$ cat src/rtl/seven_seg_pkg.sv
// Shared types and constants for the seven-segment scan controller.
// Latency: n/a (declarations only).
// Backpressure: n/a.
package seven_seg_pkg;

  // Width of one display digit's binary code.
  localparam int NIBBLE_W = 4;

  // Scan phases: blank gap, decoder setup, digit lit.
  typedef enum logic [1:0] {
    DEAD  = 2'd0,
    SETUP = 2'd1,
    ON    = 2'd2
  } scan_state_t;

  // Counter width able to hold 0..max(a,b)-1.
  function automatic int cnt_width(input int a, input int b);
    int m;
    m = (a > b) ? a : b;
    return (m > 1) ? $clog2(m) : 1;
  endfunction

endpackage

$ cat src/rtl/seven_seg_slot_timer.sv
// Phase counter for one digit slot; flags the last DEAD and ON cycles.
// Latency: strobes are combinational from the registered phase count.
// Backpressure: none; free-running, follows the state it is given.
module seven_seg_slot_timer
  import seven_seg_pkg::*;
#(
  parameter int ON_CYCLES   = 8,
  parameter int DEAD_CYCLES = 2
) (
  input  logic        CLK,
  input  logic        i_Rst_L,
  input  scan_state_t i_State,
  output logic        o_Dead_End,
  output logic        o_On_End,
  output logic        o_On_End_Next
);

  localparam int CNT_W = cnt_width(ON_CYCLES, DEAD_CYCLES);
  localparam logic [CNT_W-1:0] DEAD_LAST = CNT_W'(DEAD_CYCLES - 1);
  localparam logic [CNT_W-1:0] ON_LAST   = CNT_W'(ON_CYCLES - 1);
  localparam logic [CNT_W-1:0] ON_PENULT = CNT_W'((ON_CYCLES > 1) ? ON_CYCLES - 2 : 0);

  logic [CNT_W-1:0] phase_cnt;

  assign o_Dead_End = (i_State == DEAD) && (phase_cnt == DEAD_LAST);
  assign o_On_End   = (i_State == ON)   && (phase_cnt == ON_LAST);
  // True when the following cycle will be the last ON cycle; lets the
  // controller register its frame pulse so it lands on that cycle.
  assign o_On_End_Next = (ON_CYCLES == 1) ? (i_State == SETUP)
                                          : ((i_State == ON) && (phase_cnt == ON_PENULT));

  // Count cycles within the current phase; restart at every phase change.
  always_ff @(posedge CLK or negedge i_Rst_L) begin
    if (!i_Rst_L) begin
      phase_cnt <= '0;
    end else if (o_Dead_End || o_On_End || (i_State == SETUP)) begin
      phase_cnt <= '0;
    end else begin
      phase_cnt <= phase_cnt + 1'b1;
    end
  end

endmodule

$ cat src/rtl/seven_seg_scan_ctrl.sv
// Multiplexed seven-segment scan: DEAD gap, 1-cycle decoder SETUP, ON per digit.
// Latency: new value shown from the frame after its load; first enable DEAD_CYCLES+1 after reset.
// Backpressure: none; loads are absorbed into a pending register (last wins).
// Build option: define SEVEN_SEG_LZ_SUPPRESS_EN to blank leading-zero digits.
module seven_seg_scan_ctrl
  import seven_seg_pkg::*;
#(
  parameter int NUM_DIGITS  = 4,
  parameter int ON_CYCLES   = 8,
  parameter int DEAD_CYCLES = 2
) (
  input  logic                           CLK,
  input  logic                           i_Rst_L,
  input  logic [NIBBLE_W*NUM_DIGITS-1:0] i_Value,
  input  logic                           i_Load,
  output logic [NIBBLE_W-1:0]            o_Dec_Nibble,
  output logic [NUM_DIGITS-1:0]          o_Digit_En,
  output logic                           o_Frame_Done
);

  localparam int VAL_W = NIBBLE_W * NUM_DIGITS;
  localparam int IDX_W = $clog2(NUM_DIGITS);
  localparam logic [IDX_W-1:0] LAST_IDX = IDX_W'(NUM_DIGITS - 1);

  scan_state_t            state;
  logic [IDX_W-1:0]       digit_idx;
  logic [VAL_W-1:0]       active_val;
  logic [VAL_W-1:0]       pend_val;
  logic                   pend_flag;
  logic                   dead_end;
  logic                   on_end;
  logic                   on_end_next;
  logic [NIBBLE_W-1:0]    cur_nibble;
  logic [NUM_DIGITS-1:0]  cur_onehot;
  logic                   suppress_cur;

  seven_seg_slot_timer #(
    .ON_CYCLES   (ON_CYCLES),
    .DEAD_CYCLES (DEAD_CYCLES)
  ) u_slot_timer (
    .CLK           (CLK),
    .i_Rst_L       (i_Rst_L),
    .i_State       (state),
    .o_Dead_End    (dead_end),
    .o_On_End      (on_end),
    .o_On_End_Next (on_end_next)
  );

  assign cur_nibble = active_val[int'(digit_idx)*NIBBLE_W +: NIBBLE_W];
  assign cur_onehot = {{(NUM_DIGITS-1){1'b0}}, 1'b1} << digit_idx;

`ifdef SEVEN_SEG_LZ_SUPPRESS_EN
  logic [NUM_DIGITS-1:0] digit_blank;
  logic                  zeros_above;

  // A digit above 0 is blank when it and every higher nibble are zero.
  always_comb begin
    digit_blank = '0;
    zeros_above = 1'b1;
    for (int k = NUM_DIGITS - 1; k >= 1; k--) begin
      zeros_above    = zeros_above && (active_val[k*NIBBLE_W +: NIBBLE_W] == '0);
      digit_blank[k] = zeros_above;
    end
  end

  assign suppress_cur = digit_blank[digit_idx];
`else
  assign suppress_cur = 1'b0;
`endif

  // Scan FSM with registered nibble, enable and frame pulse outputs.
  always_ff @(posedge CLK or negedge i_Rst_L) begin
    if (!i_Rst_L) begin
      state        <= DEAD;
      digit_idx    <= '0;
      o_Dec_Nibble <= '0;
      o_Digit_En   <= '0;
      o_Frame_Done <= 1'b0;
    end else begin
      o_Frame_Done <= on_end_next && (digit_idx == LAST_IDX);
      case (state)
        DEAD: begin
          if (dead_end) begin
            state        <= SETUP;
            o_Dec_Nibble <= cur_nibble;
          end
        end
        SETUP: begin
          state      <= ON;
          o_Digit_En <= suppress_cur ? '0 : cur_onehot;
        end
        ON: begin
          if (on_end) begin
            state      <= DEAD;
            o_Digit_En <= '0;
            digit_idx  <= (digit_idx == LAST_IDX) ? '0 : digit_idx + 1'b1;
          end
        end
        default: begin
          state      <= DEAD;
          o_Digit_En <= '0;
        end
      endcase
    end
  end

  // Double-buffered display value: swap only on the frame pulse so no frame tears.
  always_ff @(posedge CLK or negedge i_Rst_L) begin
    if (!i_Rst_L) begin
      active_val <= '0;
      pend_val   <= '0;
      pend_flag  <= 1'b0;
    end else if (o_Frame_Done) begin
      if (i_Load) begin
        active_val <= i_Value;
      end else if (pend_flag) begin
        active_val <= pend_val;
      end
      pend_flag <= 1'b0;
    end else if (i_Load) begin
      pend_val  <= i_Value;
      pend_flag <= 1'b1;
    end
  end

endmodule

$ cat config.mk
export PLATFORM = sky130hd
export DESIGN_NAME = seven_seg_scan_ctrl
export DESIGN_NICKNAME = d
export VERILOG_FILES = /design/src/rtl/seven_seg_pkg.sv /design/src/rtl/seven_seg_slot_timer.sv /design/src/rtl/seven_seg_scan_ctrl.sv
export SDC_FILE = /design/constraint.sdc
export NUM_CORES = 1
export LEC_CHECK = 0
export BUFFER_PORTS_ARGS = -buffer_cell sky130_fd_sc_hd__buf_2
export CAP_MARGIN = 20
export CORE_MARGIN = 1
export CORE_UTILIZATION = 57
export DETAILED_ROUTE_END_ITERATION = 10
export GPL_TIMING_DRIVEN = 1
export PLACE_DENSITY = 0.78
export SLEW_MARGIN = 20
export SYNTH_ARGS = -nofsm -noshare
export SYNTH_HDL_FRONTEND = slang
export SYNTH_HIERARCHICAL = 1
export SYNTH_SLANG_ARGS = --single-unit
$ cat constraint.sdc
create_clock -name CLK -period 1.71 [get_ports CLK]
set_input_delay 0.171 -clock CLK [delete_from_list [all_inputs] [get_ports CLK]]
set_output_delay 0.171 -clock CLK [all_outputs]
set_load 0.01 [all_outputs]
Yosys cells after proc, flatten, opt, wreduce, memory -nomap -nowiden:

Index checks and enable logic that the tools add are counted.
W data, S select, Z words.

* register bits after elaboration: 49
* input port bits: 19

* equality and inequality tests: 8
* bitwise operators: 2
* muxes and demuxes: 11
* reduce and logical (&&, ||, !) cells: 15
* add/subtract/negate cells: 2
* shift operators: 2

Operators with widths (count)
* $mux W16: 2
* $shiftx A16 B5 Y4: 1
* $pmux W4 S3: 1
* $reduce_and A2 Y1: 6
* $eq A3 B3 Y1 const B: 2
* $mux W2: 3
* $pmux W2 S3: 1
* $eq A2 B2 Y1 const B: 2
* $logic_and A1 B1 Y1: 4
* $mux W4: 1
* $ne A2 B1 Y1 const B: 2
* $reduce_bool A2 Y1: 2
* $shl A1 B2 Y4 const A: 1
* $add A3 B1 Y3 const B: 1
* $eq A3 B1 Y1 const B: 1
* $mux W3: 1
* $add A2 B1 Y2 const B: 1
* $eq A2 B1 Y1 const B: 1
* $logic_not A2 Y1: 1
* $logic_or A1 B1 Y1: 2
* $mux W1: 2
* $not A1 Y1: 2

Depth between registers and ports, before layout:

* depth after elaboration: 5
* depth in mapped cells: 6
* mapped depth without buffers: 6

Modules after synthesis:

Netlist, hierarchy kept.

By module, submodules not included
* seven_seg_scan_ctrl: times used 1, area an instance 2139.6 sq um, cells an instance 134
* seven_seg_slot_timer: times used 1, area an instance 198.9 sq um, cells an instance 19

Least setup slack after synthesis:

OpenSTA, ideal clock, no wires.

* kind: register to register
* start point: register u_slot_timer.phase_cnt[0]
* end point: register state[1]
* data required time: 1627 ps
* buffers on the path: 0
* path slack: 188 ps
* arrival time: 1439 ps
* stages on the path, launching flop included: 6
* clock period less this slack: 1522 ps
* cell sequence: dfrtp_1 ha_1 ha_1 and3b_1 or3b_2 o21ai_0

* cells in the longest elaborated chain, start to end: 4
* elaborated cells on any way between the ends: 7
* those cells by class: 4 x eq/ne; 3 x reduce/logical

RTL lines
* start, declared: RTL line seven_seg_slot_timer.sv:23 `logic [CNT_W-1:0] phase_cnt;`
* start signal, assigned: RTL line seven_seg_slot_timer.sv:39 `phase_cnt <= phase_cnt + 1'b1;`
* $eq A3 B3 Y1: RTL line seven_seg_slot_timer.sv:26 `assign o_On_End = (i_State == ON) && (phase_cnt == ON_LAST);`
* $logic_and A1 B1 Y1: RTL line seven_seg_slot_timer.sv:26
* net on_end: RTL line seven_seg_scan_ctrl.sv:31 `logic on_end;`
* $ne A2 B1 Y1 (no source line)
* $reduce_and A2 Y1 (no source line)
* end signal, assigned: RTL line seven_seg_scan_ctrl.sv:74 `state <= DEAD;`
* end signal, assigned: RTL line seven_seg_scan_ctrl.sv:84 `state <= SETUP;`
* end signal, assigned: RTL line seven_seg_scan_ctrl.sv:89 `state <= ON;`
* end, declared: RTL line seven_seg_scan_ctrl.sv:25 `scan_state_t state;`

The timed path passes the listed nets, and every way through them passes these cells.
A chain may end at the register's enable or synchronous reset.

Worst setup path after layout:

Ends and elaborated chain as after synthesis.

==> impl_results.md <==
- CP startpoint kind: flip-flop
- Top cells by count, synth: dfrtp_1, mux2_2, mux2_4
- Routed WL: 3.921 mm
- Layout fillers: 282
- Synth Area in XOR/XNOR: 0%
- Width of the die: 66.05 µm
- HP Class: primary input to flip-flop
- FMAX: 622.2 MHz
- Power Dens Cells: 824.9 nW/µm²
- Mux cell area share after synthesis: 31.46%
- Setup violations, final: 0
- Hold WS: 119.1 ps
- Net switching fraction of the power: 22.66%
- Worst-Skew Late Latency: 290 ps
- Worst slack, placed: 41.07 ps
- Area grow syn2layout: 12.84%
- Crit path DAT: 1820 ps
- Max Cap Viol: 0
- Combinational fraction of design power: 11.6%
- Antenna violations before repair: 0
- CTS tree: done
- Fraction of registers with async set/reset: 100.0%
- Initial DRC Count: 35
- Required time of the critical path: 1920 ps
- Largest net degree at the start of global routing: 32
- Die area: 4363 µm²
- Seq pwr share: 59.4%
- Layout cells sized above 1: 54.21%
- Final nets: 216
- Drc violations: 0
- Worst Max-Slew Pin Slew: 706.6 ps
- Synth Area in Simple Gates: 5.029%
- Peak supply drop: 0.4626 mV
- R2r setup slk: 100 ps
- GPL Wtd Cong: 0.7146
- Seq/Total Area, Yosys: 52.43%
- Finished Cell Area: 2639 µm²
- CTS Root Cell: clkbuf_8
- Routed vias/inst: 5.454
- Fin. Hold Viols: 0
- Final core utilization: 69.47%
- Synth top area cells: dfrtp_1, mux2_2, mux2_4
- Rows: 22
- Area after DPL: 2527 µm²
- Worst-path clk slew: 90 ps
- Mapped Avg Cell Area: 15.28 µm²
- First-pass GRT wire length: 6.637 mm
- HPWL after DPL: 2.800 mm
- Synth Area in Compound Gates: 3.264%
- P_int: 0.001683 W
- Final ANT Viol Nets: 0
- Overflow after GRT: 0
- LEAKAGE: 1.211 nW
- Number of global-route vias before repair: 1,422
- Starting Density: 61.56%
- Vias: 1,298
- Post-synth top flop: dfrtp_1
- Top-level I/O count: 28
- Core Region: 3799 µm²
- Crit path kind: flip-flop to flip-flop
- Number of synthesized flops with an enable pin: 0
- TritonRoute pass-1 iters: 4
- Number of unique standard cell types used by synthesis: 27
- Max Slew Vio Count: 0
- Status: completed
- Max Clock Skew: 10.08 ps
- H-tree lvl count: 2
- RSZ-0062 raised after global routing: true
- Yosys warns: 6
- Total GRT Usage: 20.76%
- ANT cells: 0
- Drt wl/cell: 16.47 µm
- Main combinational cell family by area after synthesis: multiplexers
- Clock power frac: 29.1%
- Worst slew margin: 52.89%
- Die Y: 66.05 µm
- Final Cycle Share: 93.99%
- CTS Sinks: 49
- Cells after synthesis: 153
- Clk buf depth: 2
- Adder-cell share of the synthesized area: 4.280%
- Crit Path Max Fanout: 4
- Post-synthesis register bit count: 49
- Top cell type's share of synthesized area: 52.43%
- Area leader, netlist: dfrtp_1
- Minimum clock period: 1607 ps
- Mapped Area: 2338 µm²
- Sw Pwr: 0.0004932 W
- CTS Buf Count: 5
- Count leader, synth: dfrtp_1
- IO Port Bufs: 27
- Critical Path Sink Type: flip-flop
- Syn_nets: 180
- Worst Setup Slack, final: 102.8 ps
-- sequential cells by signal (all words and copies together) (netlist names) --
signal	cells
o_Digit_En	4
pend_val	16
o_Dec_Nibble	4
pend_flag	1
active_val	16
state	2
u_slot_timer/phase_cnt	3
o_Frame_Done	1
digit_idx	2
-- per-layer routing --
layer | global-route usage (%) | up-vias | routed length [µm]
met5 | 0 | - | 0
met4 | 5.585 | 0 | 23
met3 | 4.138 | 2 | 144
met2 | 35.71 | 27 | 1936
met1 | 26.71 | 650 | 1817
li1 | - | 619 | -
-- power groups by stage --
stage                     Combinational (W)  Sequential [W]  Clock (W)
after floorplan                    0.000170         0.00130          0
final                              0.000252         0.00129   0.000633
after global routing               0.000275         0.00130   0.000686
after global placement             0.000240         0.00131          0
after CTS                          0.000257         0.00129   0.000646
after detailed placement           0.000253         0.00131          0
-- worst max-delay path, cell delays in order, from the launching register on --
cell and delay (ps):
dfrtp_1 420, ha_1 210, ha_1 190, and3b_1 200
or3b_2 440, o21ai_0 80
-- repair_timing --
action,in CTS,in global routing
resized for setup,0,2
endpoints found under the setup margin,0,4
endpoints found under the hold margin,29,0
buffers inserted,0,1
hold buffers,1,0
-- layout by cell type (no fill, tap or decap), drive strengths merged --
master	n
nor2	6
and3b	1
nand2	1
clkinv	2
a21oi	1
and2b	1
o21ai	2
nand2b	2
mux4	4
inv	5
clkbuf	6
mux2	54
buf	34
a22oi	1
nand3b	1
dlygate4sd3	1
a32o	2
nor3b	1
ha	8
dfrtp	49
and4b	1
and2	1
a22o	2
or3b	1
nor3	1
nor2b	2
-- through the flow --
step	power, W	instances	TNS [ps]
finish	0.002177	238	0
CTS	0.002195	237	0
global route	0.002264	238	-21.83
detailed placement	0.001567	228	0
floorplan	0.001470	153	0
global placement	0.001548	228	0
-- kinds of logic after synthesis --
family                   Yosys count
AO/OA/AOI/OAI                      8
multiplexers                      58
AND/OR/NAND/NOR                   19
buffers and inverters             11
adder cells (fa/ha/maj)            8
flip-flops                        49
-- path summary, 6_finish.rpt --
| path | cells past startpoint | endpoint | from |
|---|---|---|---|
| max | 5 | state[1]$_DFFE_PN0P_ | u_slot_timer/phase_cnt[0]$_DFF_PN0_ |
| min | 2 | pend_val[6]$_DFFE_PN0P_ | i_Value[6] |
| max reg2reg | 5 | state[1]$_DFFE_PN0P_ | u_slot_timer/phase_cnt[0]$_DFF_PN0_ |
| min reg2reg | 1 | o_Digit_En[0]$_DFFE_PN0P_ | o_Digit_En[0]$_DFFE_PN0P_ |
| max in group asynchronous | 3 | pend_flag$_DFFE_PN0P_ | i_Rst_L |
| min in group asynchronous | 2 | pend_val[2]$_DFFE_PN0P_ | i_Rst_L |
-- area by class of cell --
class | instances | area [µm²] | area share (%)
Multi-Input combinational cell | 93 | 1041 | 39.45
Sequential cell | 49 | 1226 | 46.47
Tap cell | 48 | 60.06 | 2.276
Timing Repair Buffer | 35 | 210.2 | 7.966
Inverter | 5 | 18.77 | 0.7112
Clock buffer | 6 | 72.57 | 2.750
Clock inverter | 2 | 10.01 | 0.3793
No activity file was read; power rests on OpenSTA's default activity.
